**src/rtl/queue_pop_stage.sv**
```systemverilog
// rtl/queue_pop_stage.sv - grant-to-pop stage with 2-entry in-order output buffer
//
// Purpose: turns each arbiter grant into a one-hot FIFO pop and captures the
// popped word one cycle later. Captured words are presented on a valid/ready
// output, in order, tagged with their queue id. A grant aimed at an empty queue
// is flagged with a one-cycle error pulse.
//
// Ports:
//   i_clk           clock, rising edge
//   i_rst           asynchronous reset, active low
//   i_enb           stage enable (gates new pops only)
//   i_selector      granted queue index
//   i_selector_enb  grant valid this cycle
//   i_buf_empty     per-queue FIFO empty flags
//   i_fifo_data     per-queue FIFO read data, queue i at [i*DATA_BITS +: DATA_BITS]
//   o_pop           one-hot FIFO read strobe (combinational)
//   o_data_out      head word of the output buffer
//   o_data_out_qid  queue id of the head word
//   o_valid_out     head word valid
//   i_ready_in      downstream accepts the head word
//   o_empty_err     one-cycle pulse: previous grant hit an empty queue
module queue_pop_stage #(
  parameter int QUEUE_QUANTITY = 4,
  parameter int DATA_BITS      = 8,
  localparam int SEL_W         = $clog2(QUEUE_QUANTITY)
) (
  input  logic                                i_clk,
  input  logic                                i_rst,
  input  logic                                i_enb,
  input  logic [SEL_W-1:0]                    i_selector,
  input  logic                                i_selector_enb,
  input  logic [QUEUE_QUANTITY-1:0]           i_buf_empty,
  input  logic [QUEUE_QUANTITY*DATA_BITS-1:0] i_fifo_data,
  output logic [QUEUE_QUANTITY-1:0]           o_pop,
  output logic [DATA_BITS-1:0]                o_data_out,
  output logic [SEL_W-1:0]                    o_data_out_qid,
  output logic                                o_valid_out,
  input  logic                                i_ready_in,
  output logic                                o_empty_err
);

  typedef enum logic [1:0] {
    S_EMPTY = 2'd0,
    S_ONE   = 2'd1,
    S_TWO   = 2'd2
  } occ_t;

  occ_t                 r_state;
  occ_t                 w_state_nxt;

  // A pop issued last cycle; its word lands on i_fifo_data this cycle.
  logic                 r_inflight;
  logic [SEL_W-1:0]     r_inflight_qid;

  logic [DATA_BITS-1:0] r_head_data;
  logic [SEL_W-1:0]     r_head_qid;
  logic [DATA_BITS-1:0] r_tail_data;
  logic [SEL_W-1:0]     r_tail_qid;
  logic                 r_empty_err;

  logic                 w_deq;
  logic [2:0]           w_occ;
  logic [2:0]           w_committed;
  logic                 w_credit_ok;
  logic                 w_grant;
  logic                 w_sel_empty;
  logic                 w_pop_ok;
  logic [DATA_BITS-1:0] w_cap_data;

  assign w_deq = o_valid_out & i_ready_in;

  always_comb begin
    w_occ = 3'd0;
    case (r_state)
      S_ONE:   w_occ = 3'd1;
      S_TWO:   w_occ = 3'd2;
      default: w_occ = 3'd0;
    endcase
  end

  // Words already held plus the one in flight, minus the one leaving now, must
  // leave a free slot for the word this pop will deliver next cycle.
  assign w_committed = w_occ + {2'b00, r_inflight} - {2'b00, w_deq};
  assign w_credit_ok = (w_committed < 3'd2);

  // i_rst in the grant term keeps pop low for the whole time reset is held.
  assign w_grant     = i_rst & i_enb & i_selector_enb;
  assign w_sel_empty = i_buf_empty[i_selector];
  assign w_pop_ok    = w_grant & ~w_sel_empty & w_credit_ok;
  assign o_pop       = w_pop_ok ? (QUEUE_QUANTITY'(1) << i_selector) : '0;

  assign w_cap_data  = i_fifo_data[int'(r_inflight_qid)*DATA_BITS +: DATA_BITS];

  // Occupancy FSM: state register
  always_ff @(posedge i_clk or negedge i_rst) begin
    if (!i_rst) begin
      r_state <= S_EMPTY;
    end else begin
      r_state <= w_state_nxt;
    end
  end

  // Occupancy FSM: next state (r_inflight is the capture strobe)
  always_comb begin
    w_state_nxt = r_state;
    case (r_state)
      S_EMPTY: if (r_inflight) w_state_nxt = S_ONE;
      S_ONE: begin
        if (r_inflight && !w_deq)      w_state_nxt = S_TWO;
        else if (!r_inflight && w_deq) w_state_nxt = S_EMPTY;
      end
      S_TWO:   if (w_deq && !r_inflight) w_state_nxt = S_ONE;
      default: w_state_nxt = S_EMPTY;
    endcase
  end

  // Occupancy FSM: outputs
  always_comb begin
    o_valid_out = 1'b0;
    case (r_state)
      S_ONE, S_TWO: o_valid_out = 1'b1;
      default:      o_valid_out = 1'b0;
    endcase
  end

  // Buffer storage: head is always the oldest word; tail only used in S_TWO.
  always_ff @(posedge i_clk or negedge i_rst) begin
    if (!i_rst) begin
      r_head_data <= '0;
      r_head_qid  <= '0;
      r_tail_data <= '0;
      r_tail_qid  <= '0;
    end else begin
      case (r_state)
        S_EMPTY: begin
          if (r_inflight) begin
            r_head_data <= w_cap_data;
            r_head_qid  <= r_inflight_qid;
          end
        end
        S_ONE: begin
          if (r_inflight) begin
            if (w_deq) begin
              r_head_data <= w_cap_data;
              r_head_qid  <= r_inflight_qid;
            end else begin
              r_tail_data <= w_cap_data;
              r_tail_qid  <= r_inflight_qid;
            end
          end
        end
        S_TWO: begin
          if (w_deq) begin
            r_head_data <= r_tail_data;
            r_head_qid  <= r_tail_qid;
          end
          if (r_inflight) begin
            r_tail_data <= w_cap_data;
            r_tail_qid  <= r_inflight_qid;
          end
        end
        default: begin
        end
      endcase
    end
  end

  // Reset drops any in-flight pop: that FIFO word is lost by design.
  always_ff @(posedge i_clk or negedge i_rst) begin
    if (!i_rst) begin
      r_inflight     <= 1'b0;
      r_inflight_qid <= '0;
      r_empty_err    <= 1'b0;
    end else begin
      r_inflight     <= w_pop_ok;
      r_inflight_qid <= i_selector;
      r_empty_err    <= i_enb & i_selector_enb & w_sel_empty;
    end
  end

  assign o_data_out     = r_head_data;
  assign o_data_out_qid = r_head_qid;
  assign o_empty_err    = r_empty_err;

endmodule

```
**config.mk**
```make
export PLATFORM = sky130hd
export DESIGN_NAME = queue_pop_stage
export DESIGN_NICKNAME = d
export VERILOG_FILES = /design/src/rtl/queue_pop_stage.sv
export SDC_FILE = /design/constraint.sdc
export NUM_CORES = 1
export LEC_CHECK = 0
export CORE_MARGIN = 2
export CORE_UTILIZATION = 55
export CTS_CLUSTER_DIAMETER = 60
export DETAILED_ROUTE_END_ITERATION = 12
export DONT_BUFFER_PORTS = 1
export HOLD_SLACK_MARGIN = 0.06
export PLACE_DENSITY_LB_ADDON = 0.08
export SETUP_SLACK_MARGIN = 0.05
export SLEW_MARGIN = 20
export SYNTH_ARGS = -nofsm -noshare
export SYNTH_HDL_FRONTEND = slang
export SYNTH_SLANG_ARGS = --single-unit
```
**constraint.sdc**
```tcl
create_clock -name i_clk -period 3.68 [get_ports i_clk]
set_input_delay 0.736 -clock i_clk [delete_from_list [all_inputs] [get_ports i_clk]]
set_output_delay 0.736 -clock i_clk [all_outputs]
set_load 0.01 [all_outputs]
```
# [Word-level counts from Yosys, hierarchy flattened]
# Index checks and enable logic that the tools add are counted.
# Widths: inputs -> output; s select.
[op_classes] n_addsub=2 n_lt_le_gt_ge=2 n_eq_ne=10 n_shift=2 mux=26 bitwise_logic=8 reduce_logical=11
[op_table] op="$mux 8" count=6
[op_table] op="$shiftx 32x6->8" count=1
[op_table] op="$pmux 8 s3" count=1
[op_table] op="$mux 2" count=10
[op_table] op="$pmux 8 s2" count=1
[op_table] op="$ne 2x2->1 const B" count=7
[op_table] op="$pmux 2 s3" count=2
[op_table] op="$pmux 2 s2" count=2
[op_table] op="$and 1x1->1" count=7
[op_table] op="$reduce_and 5->1" count=1
[op_table] op="$mux 4" count=1
[op_table] op="$reduce_and 4->1" count=1
[op_table] op="$shl 1x2->4 const A" count=1
[op_table] op="$add 3x1->3" count=1
[op_table] op="$lt 2x3->1 const B" count=1
[op_table] op="$lt 3x2->1 const B" count=1
[op_table] op="$ne 3x3->1 const B" count=1
[op_table] op="$reduce_and 3->1" count=1
[op_table] op="$reduce_bool 3->1" count=1
[op_table] op="$sub 3x1->3" count=1
[op_table] op="$bmux 1 s2" count=1
[op_table] op="$eq 2x1->1 const B" count=1
[op_table] op="$eq 2x2->1 const B" count=1
[op_table] op="$logic_and 1x1->1" count=2
[op_table] op="6 further kinds" count=8
[totals] ff_bits=26 in_bits=43 output_inout_bits=16 wordCells=69

# [Logic depth before layout (Yosys ltp)]
[logic_depth] word_depth=8 ltp_mapped=7 ltp_nobuf=6

# [Worst setup path before layout]
# No wires, ideal clock.
[synth_path] kind="input to output" startpoint="in i_selector[0]" endpoint="out o_pop[0]" t_arrival_ns=1.853 required_time_ns=2.944 path_slack_ns=1.091 cell_stages=3 n_path_buf=0 cell_sequence="mux4_2 > nand4b_4 > nor4_1"
[synth_via] elab_chain_cells=6 elab_cells_between_ends=7 cone_classes="1 x shift; 3 x mux; 3 x bitwise"
[synth_lines] element="start, declared" line_no="30" text="input logic [SEL_W-1:0] i_selector,"
[synth_lines] element="$bmux 1 s2" line_no="88" text="assign w_sel_empty = i_buf_empty[i_selector];"
[synth_lines] element="$mux 1 (implied by the code)" line_no="88"
[synth_lines] element="$not 1->1" line_no="89" text="assign w_pop_ok = w_grant & ~w_sel_empty & w_credit_ok;"
[synth_lines] element="$and 1x1->1 (2 in series)" line_no="89"
[synth_lines] element="$mux 4 *" line_no="90" text="assign o_pop = w_pop_ok ? (QUEUE_QUANTITY'(1) << i_selector) : '0;"
[synth_lines] element="end, declared" line_no="34" text="output logic [QUEUE_QUANTITY-1:0] o_pop,"
# Every way passes the cells marked *; elsewhere a longest branch is shown, timed or not. The select of a mux whose other input is x is not followed.

# [Final worst setup path]
[layout_path] startpoint="reg r_state[0]" endpoint="out o_pop[0]"
[layout_via] elab_chain_cells=8 elab_cells_between_ends=11 cone_classes="2 x add/sub; 1 x order compare; 2 x eq/ne; 3 x mux; 2 x bitwise; 1 x reduce/logical"
[layout_lines] element="start, declared" line_no="48" text="occ_t r_state;"
[layout_lines] element="start signal, assigned" line_no="99" text="r_state <= w_state_nxt;"
[layout_lines] element="$eq 2x1->1 / $eq 2x2->1 (equally long branches)" line_no="120" text="case (r_state)"
[layout_lines] element="$reduce_or 2->1 *" line_no="120"
[layout_lines] element="$mux 1 *" line_no="120"
[layout_lines] element="net o_valid_out" line_no="37" text="output logic o_valid_out,"
[layout_lines] element="$and 1x1->1 *" line_no="70" text="assign w_deq = o_valid_out & i_ready_in;"
[layout_lines] element="$sub 3x1->3 *" line_no="83" text="assign w_committed = w_occ + {2'b00, r_inflight} - {2'b00, w_deq};"
[layout_lines] element="$lt 3x2->1 *" line_no="84" text="assign w_credit_ok = (w_committed < 3'd2);"
[layout_lines] element="$and 1x1->1 *" line_no="89"
[layout_lines] element="$mux 4 *" line_no="90"
# The timed path passes the listed nets; every way through them passes the cells marked *.

==> results.toml <==
[power]
p_sw_uw = 441
power_frac_seq_pct = 47.2
clkPwrFrac_pct = 13.0
power_frac_comb_pct = 39.8
power_density_nw_per_um2 = 673
p_leak_nw = 0.701
peakVddDrop_mv = 0.442
swShare_pct = 40.5
intPower_uw = 646

[critical_path]
worst_path_max_delay_cell = "nor4_1"
arrival_ns = 2.24
worstPathMaxFanout = 5
cp_cell_sequence = "inv_1 > ha_1 > and2_1 > o22ai_1 > xor2_1 > nor4_1"
crit_buf_inv = 1
crit_path_max_incr_delay_ns = 0.44
crit_required_ns = 2.94
cp_top_family = "simple AND/OR/NAND/NOR gates"
r2r_slack_ns = 1.35
cp-start-kind = "flop"
reg2reg_to = "o_data_out_qid[0]$_DFFE_PN0P_"
end_kind = "primary output"
rr_startpoint = "r_state[0]$_DFFE_PN0P_"
critical_path_class = "flop to primary output"
reg2regPathDepth = 5

[logic_synthesis]
synth_adder_area_share_pct = 4.81
synth_edf_count = 0
postSynthAreaPerCell_sq_um = 9.52
synth_top_family_by_area = "simple AND/OR/NAND/NOR gates"
synth_compound_area_share_pct = 15.9
synthDistinctLibCells = 30
synth_top_cell_area_share_pct = 41.7
synthArstFlopShare_pct = 100
synth_warnings = 0
synth_area_sq_um = 1560
synth-xor-area-share_pct = 0.561
synth.area.top_cells = "dfrtp_1, mux2_2, nor2_1"
synthSimpleGateAreaFrac_pct = 18.6
ys_seq_area_share_pct = 41.7
synth_ff_type = "dfrtp_1"
synth_largest_area_cell = "dfrtp_1"
syn_nets = 213
muxShareOfSynthArea_pct = 15.1
ys_seq_elements = 26
syn_inst = 164

[sta]
setup_violations = 0
slew_violations = 0
finalWorstSetupSlack_ns = 0.707
max_freq_mhz = 336
fin_crit_sh_pct = 80.8
tightest_slew_ns = 0.988
hold_viol_final = 0
maxSlewHeadroom_pct = 34.1
tns_ns = 0
rsz0062_at_grt = "no"
period_needed_ns = 2.97
fin_skew_ns = 0.0110

[global_routing]
grt_use_total_pct = 19.9
antenna_found_initial = 0
grt_max_degree = 28
grt_overflow = 0
grt_pass1_vias = 1199
grt_pass1_wl_mm = 5.09

[layout]
n_antenna_cell = 0
syn2layout_area_growth_pct = 3.37
drive_gt1_share_pct = 13.8
nFillCells = 236
final_area_sq_um = 1610
stdcell_count = 190
fin_util_pct = 59.0
fin_nets = 209

[placement]
dpl.hpwl_mm = 2.25
postPlaceCellArea_sq_um = 1570
placed_cells = 185
gp_congestion = 0.772
io_buffers = 0
place_ws_ns = 1.01

[drt]
via_per_inst = 6.24
drt-total-wl_mm = 3.05
drt_first_pass_iters = 4
drc = 0
wl_per_cell_um = 16.1
drtIter0Drc = 42
drtAntennaViolNets = 0
vias = 1185

[floorplanning]
rows = 19
coreArea_sq_um = 2730
die_area_sq_um = 3280
die_y_um = 57.3
start_util_pct = 57.1
io_pins = 59
die_w_um = 57.3

[job]
maxCapViolations = 0

[min_path]
hold_class = "input pin to async pin"

[clock_tree]
clk_latency_ns = 0.32
cts-root-buf = "clkbuf_4"
cts_sinks = 26
cts_tree = "built"
cts_setup_buffers = 0
clk_pin_slew_ns = 0.13
post_cts_resized = 0
clock_path_buffers = 2
cts_max_level = 1
cts_made_buffers = 3

[outcome]
status = "complete, no violations"
-- final cells by class --
type	instances	area [sq um]	area share [%]
multi-input cells	126	871	54.0
flip-flops and latches	26	651	40.3
well taps	31	38.8	2.40
clock buffers	4	36.3	2.25
repair buffers	1	10.0	0.620
inverters	2	7.51	0.465
-- metrics by stage --
| stage | hold WS (ns) | power (mW) |
|---|---|---|
| floorplan | 0.440 | 0.856 |
| global placement | 0.441 | 0.929 |
| detailed placement | 0.441 | 0.955 |
| CTS | 0.0678 | 1.10 |
| global route | 0.0629 | 1.19 |
| finish | 0.0996 | 1.09 |
-- how the worst max path moves through the flow --
stage                                      start        to  slack [ns]  cells past startpoint
after floorplan                    i_selector[0]  o_pop[0]        1.09                      3
after global placement             i_selector[0]  o_pop[0]        1.03                      3
after detailed placement           i_selector[0]  o_pop[0]        1.01                      3
after CTS                 r_state[0]$_DFFE_PN0P_  o_pop[0]        0.67                      6
after global routing      r_state[0]$_DFFE_PN0P_  o_pop[0]        0.48                      6
final                     r_state[0]$_DFFE_PN0P_  o_pop[0]        0.71                      6
-- state kept, by name (all words and copies together), names as in the netlist --
signal and count:
o_data_out 8, r_tail_qid 2, r_inflight 1, o_data_out_qid 2
r_inflight_qid 2, r_tail_data 8, r_state 2, o_empty_err 1
-- Yosys cell counts, drive strengths merged (2+ instances only) --
cell	instances
ha	6
inv	2
or2	2
clkbuf	2
nand2	12
buf	8
o21ai	8
mux2	10
nor2b	2
dfrtp	26
nor3	3
mux2i	10
nor2	30
a21oi	20
nor4b	2
a221oi	8
-- cell families (layout without fill, tap and decap cells) --
family / Yosys count / in the layout
XOR/XNOR: 1 / 1
flip-flops: 26 / 26
buffers and inverters: 12 / 7
AND/OR/NAND/NOR: 58 / 58
AO/OA/AOI/OAI: 40 / 40
multiplexers: 21 / 21
adder cells (fa/ha/maj): 6 / 6
-- layout by cell type, fill, tap and decap left out, drive strengths merged, types with 3 or more instances in the layout --
cell type and n:
nor2 30, dfrtp 26, a21oi 20, nand2 12, mux2 10, mux2i 10, o21ai 8, a221oi 8
ha 6, clkbuf 4, nor3 3
-- power by group through the flow --
stage	combinational (mW)	clock [mW]	sequential (mW)
4_1_cts	0.435	0.150	0.514
5_1_grt	0.495	0.159	0.532
3_5_place_dp	0.432	0	0.522
6_report	0.433	0.141	0.513
2_1_floorplan	0.363	0	0.493
3_3_place_gp	0.415	0	0.514
-- worst reg2reg max path: stages, from the launching register on --
cell,delay [ns]
dfrtp_1,0.42
inv_1,0.11
ha_1,0.40
nor2b_1,0.25
a2111oi_4,0.85
a21oi_1,0.15
-- repair_timing --
item                                    in CTS  in global routing
endpoints found under the setup margin       0                  0
endpoints found under the hold margin        0                 14
hold buffers                                 0                  1
-- metal layers --
layer	GRT usage, %	wire [um]
met5	0	0
met1	23.8	1290
met4	6.98	46
met2	35.0	1570
met3	4.76	146
(Power assumes the default switching activity.)
